## src/rtl/counter_scheduler_if.sv

```systemverilog
// Bundles the host-side run control, limit configuration, count/status readback
// and the wrap-event valid/ready port of counter_scheduler.
// master: host/consumer side (drives start/stop/cfg_*/evt_ready); slave: scheduler side.
interface counter_scheduler_if #(
    parameter int WIDTH = 4
);
    logic             start;
    logic             stop;
    logic             cfg_valid;
    logic             cfg_ready;
    logic             cfg_chan;
    logic [WIDTH-1:0] cfg_limit;
    logic [WIDTH-1:0] count0;
    logic [WIDTH-1:0] count1;
    logic             evt_valid;
    logic             evt_ready;
    logic             evt_chan;
    logic [1:0]       ovf;
    logic             busy;

    modport master (
        output start, stop, cfg_valid, cfg_chan, cfg_limit, evt_ready,
        input  cfg_ready, count0, count1, evt_valid, evt_chan, ovf, busy
    );

    modport slave (
        input  start, stop, cfg_valid, cfg_chan, cfg_limit, evt_ready,
        output cfg_ready, count0, count1, evt_valid, evt_chan, ovf, busy
    );
endinterface

```

## src/rtl/counter_scheduler.sv

```systemverilog
// Run control (IDLE/RUN/DRAIN) for two wrap counters, round-robin wrap-event arbiter.
// Latency: wrap at edge E -> pending after E -> event presented after E+1 at the earliest.
// Backpressure: one output slot + one pending bit per channel; further wraps set sticky ovf.
//
// Ports: clk, rst (sync, active high); bus (slave modport): start/stop pulses,
// cfg_valid/cfg_ready/cfg_chan/cfg_limit limit writes (IDLE only), count0/count1,
// evt_valid/evt_ready/evt_chan event port, ovf lost-event flags, busy.
module counter_scheduler #(
    parameter int WIDTH         = 4,
    parameter int DEFAULT_LIMIT = 10
) (
    input  logic                   clk,
    input  logic                   rst,
    counter_scheduler_if.slave     bus
);
    localparam logic [WIDTH-1:0] DEF_LIMIT = WIDTH'(DEFAULT_LIMIT);

    typedef enum logic [1:0] {IDLE, RUN, DRAIN} state_t;

    state_t           state, state_nxt;
    logic [WIDTH-1:0] count0, count1;
    logic [WIDTH-1:0] limit0, limit1;
    logic [1:0]       pend;
    logic [1:0]       ovf;
    logic             evt_valid;
    logic             evt_chan;
    logic             last_grant;

    logic             start_go;
    logic             cnt_en;
    logic [1:0]       wrap;
    logic             slot_free;
    logic             load;
    logic             winner;
    logic [1:0]       take;

    always_comb begin
        start_go  = (state == IDLE) && bus.start;
        // The stop edge itself does not advance the counters: they freeze
        // at the values visible when stop was raised.
        cnt_en    = (state == RUN) && !bus.stop;
        wrap[0]   = cnt_en && (count0 == limit0);
        wrap[1]   = cnt_en && (count1 == limit1);
        slot_free = !evt_valid || bus.evt_ready;
        load      = slot_free && (pend != 2'b00);
        // Tie goes to the channel that was not granted last; otherwise the
        // only pending channel wins.
        winner    = (pend == 2'b11) ? ~last_grant : pend[1];
        take      = load ? {winner, ~winner} : 2'b00;

        state_nxt = state;
        case (state)
            IDLE:    if (bus.start) state_nxt = RUN;
            RUN:     if (bus.stop) state_nxt = DRAIN;
            DRAIN:   if ((pend == 2'b00) && slot_free) state_nxt = IDLE;
            default: state_nxt = IDLE;
        endcase
    end

    always_ff @(posedge clk) begin
        if (rst) begin
            state      <= IDLE;
            count0     <= '0;
            count1     <= '0;
            limit0     <= DEF_LIMIT;
            limit1     <= DEF_LIMIT;
            pend       <= 2'b00;
            ovf        <= 2'b00;
            evt_valid  <= 1'b0;
            evt_chan   <= 1'b0;
            last_grant <= 1'b1;
        end else begin
            state <= state_nxt;

            if (bus.cfg_valid && (state == IDLE)) begin
                if (bus.cfg_chan) limit1 <= bus.cfg_limit;
                else              limit0 <= bus.cfg_limit;
            end

            if (start_go) begin
                count0 <= '0;
                count1 <= '0;
            end else if (cnt_en) begin
                count0 <= wrap[0] ? '0 : count0 + 1'b1;
                count1 <= wrap[1] ? '0 : count1 + 1'b1;
            end

            // A wrap on the same edge its pending bit moves to the slot refills it.
            pend <= (pend & ~take) | wrap;

            if (start_go) ovf <= 2'b00;
            else          ovf <= ovf | (wrap & pend & ~take);

            if (load) begin
                evt_valid  <= 1'b1;
                evt_chan   <= winner;
                last_grant <= winner;
            end else if (bus.evt_ready) begin
                evt_valid  <= 1'b0;
            end
        end
    end

    assign bus.cfg_ready = (state == IDLE);
    assign bus.busy      = (state != IDLE);
    assign bus.count0    = count0;
    assign bus.count1    = count1;
    assign bus.evt_valid = evt_valid;
    assign bus.evt_chan  = evt_chan;
    assign bus.ovf       = ovf;
endmodule

```

## src/flat_wrapper.sv

```systemverilog
// flat-port wrapper written by rule: the top's interface ports become plain ports
module counter_scheduler_flat 
#(
    parameter int WIDTH         = 4,
    parameter int DEFAULT_LIMIT = 10
)
  (clk, rst, bus_start, bus_stop, bus_cfg_valid, bus_cfg_chan, bus_cfg_limit, bus_evt_ready, bus_cfg_ready, bus_count0, bus_count1, bus_evt_valid, bus_evt_chan, bus_ovf, bus_busy);
  counter_scheduler_if #(.WIDTH(WIDTH)) bus_i ();
  input  logic clk;
  input  logic rst;
  input wire logic [$bits(bus_i.start)-1:0] bus_start;
  input wire logic [$bits(bus_i.stop)-1:0] bus_stop;
  input wire logic [$bits(bus_i.cfg_valid)-1:0] bus_cfg_valid;
  input wire logic [$bits(bus_i.cfg_chan)-1:0] bus_cfg_chan;
  input wire logic [$bits(bus_i.cfg_limit)-1:0] bus_cfg_limit;
  input wire logic [$bits(bus_i.evt_ready)-1:0] bus_evt_ready;
  output wire logic [$bits(bus_i.cfg_ready)-1:0] bus_cfg_ready;
  output wire logic [$bits(bus_i.count0)-1:0] bus_count0;
  output wire logic [$bits(bus_i.count1)-1:0] bus_count1;
  output wire logic [$bits(bus_i.evt_valid)-1:0] bus_evt_valid;
  output wire logic [$bits(bus_i.evt_chan)-1:0] bus_evt_chan;
  output wire logic [$bits(bus_i.ovf)-1:0] bus_ovf;
  output wire logic [$bits(bus_i.busy)-1:0] bus_busy;
  assign bus_i.start = bus_start;
  assign bus_i.stop = bus_stop;
  assign bus_i.cfg_valid = bus_cfg_valid;
  assign bus_i.cfg_chan = bus_cfg_chan;
  assign bus_i.cfg_limit = bus_cfg_limit;
  assign bus_i.evt_ready = bus_evt_ready;
  assign bus_cfg_ready = bus_i.cfg_ready;
  assign bus_count0 = bus_i.count0;
  assign bus_count1 = bus_i.count1;
  assign bus_evt_valid = bus_i.evt_valid;
  assign bus_evt_chan = bus_i.evt_chan;
  assign bus_ovf = bus_i.ovf;
  assign bus_busy = bus_i.busy;
  counter_scheduler #(.WIDTH(WIDTH), .DEFAULT_LIMIT(DEFAULT_LIMIT)) u_core (.clk(clk), .rst(rst), .bus(bus_i));
endmodule
```

## config.mk

```make
export PLATFORM = sky130hd
export DESIGN_NAME = counter_scheduler_flat
export DESIGN_NICKNAME = d
export VERILOG_FILES = /design/src/rtl/counter_scheduler_if.sv /design/src/rtl/counter_scheduler.sv /design/src/flat_wrapper.sv
export SDC_FILE = /design/constraint.sdc
export NUM_CORES = 1
export LEC_CHECK = 0
export BUFFER_PORTS_ARGS = -buffer_cell sky130_fd_sc_hd__buf_2
export CAP_MARGIN = 10
export CELL_PAD_IN_SITES_DETAIL_PLACEMENT = 1
export CELL_PAD_IN_SITES_GLOBAL_PLACEMENT = 2
export CORE_ASPECT_RATIO = 1.4
export CORE_MARGIN = 3
export CORE_UTILIZATION = 28
export DETAILED_ROUTE_END_ITERATION = 7
export GPL_TIMING_DRIVEN = 0
export PLACE_DENSITY_LB_ADDON = 0.1
export SYNTH_ARGS = -nofsm -noshare
export SYNTH_HDL_FRONTEND = slang
export SYNTH_SLANG_ARGS = --single-unit
export TNS_END_PERCENT = 5
```

## constraint.sdc

```tcl
create_clock -name clk -period 1.7 [get_ports clk]
set_clock_uncertainty 0.05 [all_clocks]
set_input_delay 0.17 -clock clk [delete_from_list [all_inputs] [get_ports clk]]
set_output_delay 0.17 -clock clk [all_outputs]
set_load 0.02 [all_outputs]
```

==> results.sh <==
export IMPL_cellPowerDensity_nw_per_um2=773
export IMPL_port_buffers=23
export IMPL_vias_per_cell=5.13
export IMPL_core_area_um2=3770
export IMPL_insertion_delay_ps=270
export IMPL_ff2ff_setup_slack_ps=-4
export IMPL_slew_headroom_pct=52.4
export IMPL_dieWidth_um=59.7
export IMPL_critPathArrivalTime_ps=1860
export IMPL_cp_end_kind="flop"
export IMPL_synth_edf_count=0
export IMPL_ir_drop_mv=0.305
export IMPL_htreeDepth=1
export IMPL_startpoint_type="flop"
export IMPL_worstMarginPinSlew_ps=711
export IMPL_hold_class="in -> reg"
export IMPL_period_share_pct=100
export IMPL_cts_buffers=3
export IMPL_worst_r2r_cell_count=4
export IMPL_first_pass_iters=4
export IMPL_drt_wirelength_per_cell_um=15.2
export IMPL_synthTopCellsByArea="dfxtp_1 (44%), xor2_1 (6.2%), a21oi_1 (4.4%), nor2b_1 (4.4%), a211o_1 (3.9%)"
export IMPL_die_area_um2=4850
export IMPL_ant_nets=0
export IMPL_syn_inst=125
export IMPL_synth_top_area_share_pct=44.2
export IMPL_status="finished, violations left"
export IMPL_die_h_um=81.2
export IMPL_drtIter0Drc=32
export IMPL_yosys_area_top_type="dfxtp_1"
export IMPL_yosysMostFrequentCell="dfxtp_1"
export IMPL_dpl_cell_area_um2=1300
export IMPL_holdPathEnd="u_core.limit1[1]$_SDFFE_PP1P_"
export IMPL_antenna_found_initial=0
export IMPL_finalSetupViolCount=1
export IMPL_postLayoutCellArea_um2=1420
export IMPL_grt_pass1_wl_um=5240
export IMPL_placed_cells=190
export IMPL_synth_commonest_cells="dfxtp_1 (25), a21oi_1 (10), nor2_1 (10), nand2_1 (9)"
export IMPL_syn_avg_cell_area_um2=9.05
export IMPL_grt_pass1_vias=1047
export IMPL_start_util_pct=30.0
export IMPL_ys_flop_type="dfxtp_1"
export IMPL_drive_gt1_share_pct=30.3
export IMPL_rsz0062_at_grt="true"
export IMPL_finalHoldViolCount=0
export IMPL_num_antenna_cells=0
export IMPL_cts_tree="yes"
export IMPL_netlist_area_um2=1130
export IMPL_async_flop_share_pct=0
export IMPL_cap_viol_max_count=0
export IMPL_finalNetCount=169
export IMPL_r2r_start="u_core.limit0[0]$_SDFFE_PP0P_"
export IMPL_drcViolationCount=0
export IMPL_synth_seq_cells=25
export IMPL_holdPathStages=2
export IMPL_fin_crit_ps=1700
export IMPL_finalMaxSlewViolations=0
export IMPL_area_delta_synth_final_pct=25.6
export IMPL_yosysSeqAreaShare_pct=44.2
export IMPL_vias=1010
export IMPL_max_freq_ghz=0.587
export IMPL_timing_rr_end="u_core.bus.ovf[0]$_SDFF_PP0_"
export IMPL_hpwl_um=2210
export IMPL_finalSetupTns_ps=-4.02
export IMPL_clk_pin_slew_ps=90
export IMPL_final_cells=197
export IMPL_power_static_leakage_uw=0.000580
export IMPL_row_count=26
export IMPL_worstHoldStart="bus_cfg_limit[1]"
export IMPL_synth_nets=138
export IMPL_io_pins=25
export IMPL_violations="negative setup slack"
export IMPL_critPathKind="reg -> reg"
export IMPL_cts_root_buf="clkbuf_8"
export IMPL_worstPathRequired_ps=1860
export IMPL_preCtsSetupSlack_ps=-111
export IMPL_timing_final_ws_setup_ps=-4.02
export IMPL_cts_hold_buffers=0
export IMPL_synth_cell_types=33
export IMPL_fin_total_pwr_uw=1100
export IMPL_routabilityCongestion=0.694
export IMPL_grt_usage_pct=14.2
export IMPL_yosysWarnings=0
export IMPL_cts_path_max_buffers=2
export IMPL_path_max_fanout=3
export IMPL_cts_sink_count=25
export IMPL_wirelength_um=3000
export IMPL_grt_max_degree=15
export IMPL_grt_remaining_overflow=0
cell usage in the layout (no fill, tap or decap), types with 4 or more instances in the layout:
master    n
buf_2    23
xor2_1    7
nand2_1   9
nor2b_1   8
a21oi_1   9
a211o_1   5
nor2_1   10
nand3_1   6
mux2i_1   4
dfxtp_1  19
cells by family after synthesis:
kind of cell / Yosys count / share of synthesized area (%)
and+or+nand+nor: 52 / 26.0
muxes: 4 / 3.54
adders and majority gates: 2 / 2.21
AOI/OAI and AO/OA: 26 / 15.0
DFF: 25 / 44.2
xor gates and xnor gates: 8 / 6.19
buffers and inverters: 8 / 2.76
per-stage QoR:
step	hold WS (ps)	utilization, %
2_1_floorplan	238	-
3_3_place_gp	338	34.5
3_5_place_dp	354	34.5
5_1_grt	76.3	37.6
4_1_cts	72.6	36.1
6_report	76.2	37.6
registers in the layout (all words and copies together) (netlist names):
register,cells
u_core.bus.count0,4
u_core.bus.count1,4
u_core.bus.evt_chan,1
u_core.bus.evt_valid,1
u_core.bus.ovf,2
u_core.last_grant,1
u_core.limit0,4
u_core.limit1,4
u_core.pend,2
u_core.state,2
per-layer routing:
layer / global-route usage [%] / wire [um] / share of wire, %
met5: 0 / 0 / 0
met4: 5.32 / 27 / 0.90
met3: 2.07 / 75 / 2.5
met2: 23.9 / 1540 / 51
met1: 17.8 / 1360 / 45
timing repair:
item / 4_1_cts / 5_1_grt
resized for setup: 3 / 14
pin swaps: 0 / 4
buffers inserted: 0 / 3
endpoints found under the setup margin: 10 / 7
cloned: 0 / 0
where the power goes:
group          switching (uW)  internal [uW]
sequential               16.0            599
combinational            72.3           52.3
clock                     194            164
worst max path at each step:
stage	start	end	slack [ps]	depth (start not counted)
detailed placement	u_core.state[0]$_SDFFE_PP0P_	u_core.bus.count0[2]$_SDFFE_PP0N_	-110	4
CTS	u_core.bus.count0[1]$_SDFFE_PP0N_	u_core.bus.ovf[0]$_SDFF_PP0_	-50	4
finish	u_core.limit0[0]$_SDFFE_PP0P_	u_core.bus.ovf[0]$_SDFF_PP0_	-4	4
global route	u_core.limit0[0]$_SDFFE_PP0P_	u_core.bus.ovf[0]$_SDFF_PP0_	-60	4
global placement	u_core.bus.count1[0]$_SDFFE_PP0N_	u_core.bus.count1[3]$_SDFFE_PP0N_	-80	4
floorplan	u_core.state[0]$_SDFFE_PP0P_	u_core.limit1[1]$_SDFFE_PP1P_	20	5
critical path, cell delays in order, from the launching register on:
cell	delay, ps
dfxtp_2	350
xor2_2	180
or4_4	550
or3_4	400
a21oi_2	120
area by class of cell:
class | instances | area (um2)
Sequential cell | 25 | 515
Fill cell | 452 | 2350
Buffer | 5 | 27.5
Clock inverter | 1 | 5.00
Inverter | 3 | 11.3
Tap cell | 42 | 52.6
Timing Repair Buffer | 26 | 138
Multi-Input combinational cell | 92 | 629
Clock buffer | 3 | 41.3
Power figures use the tool's default switching activity.
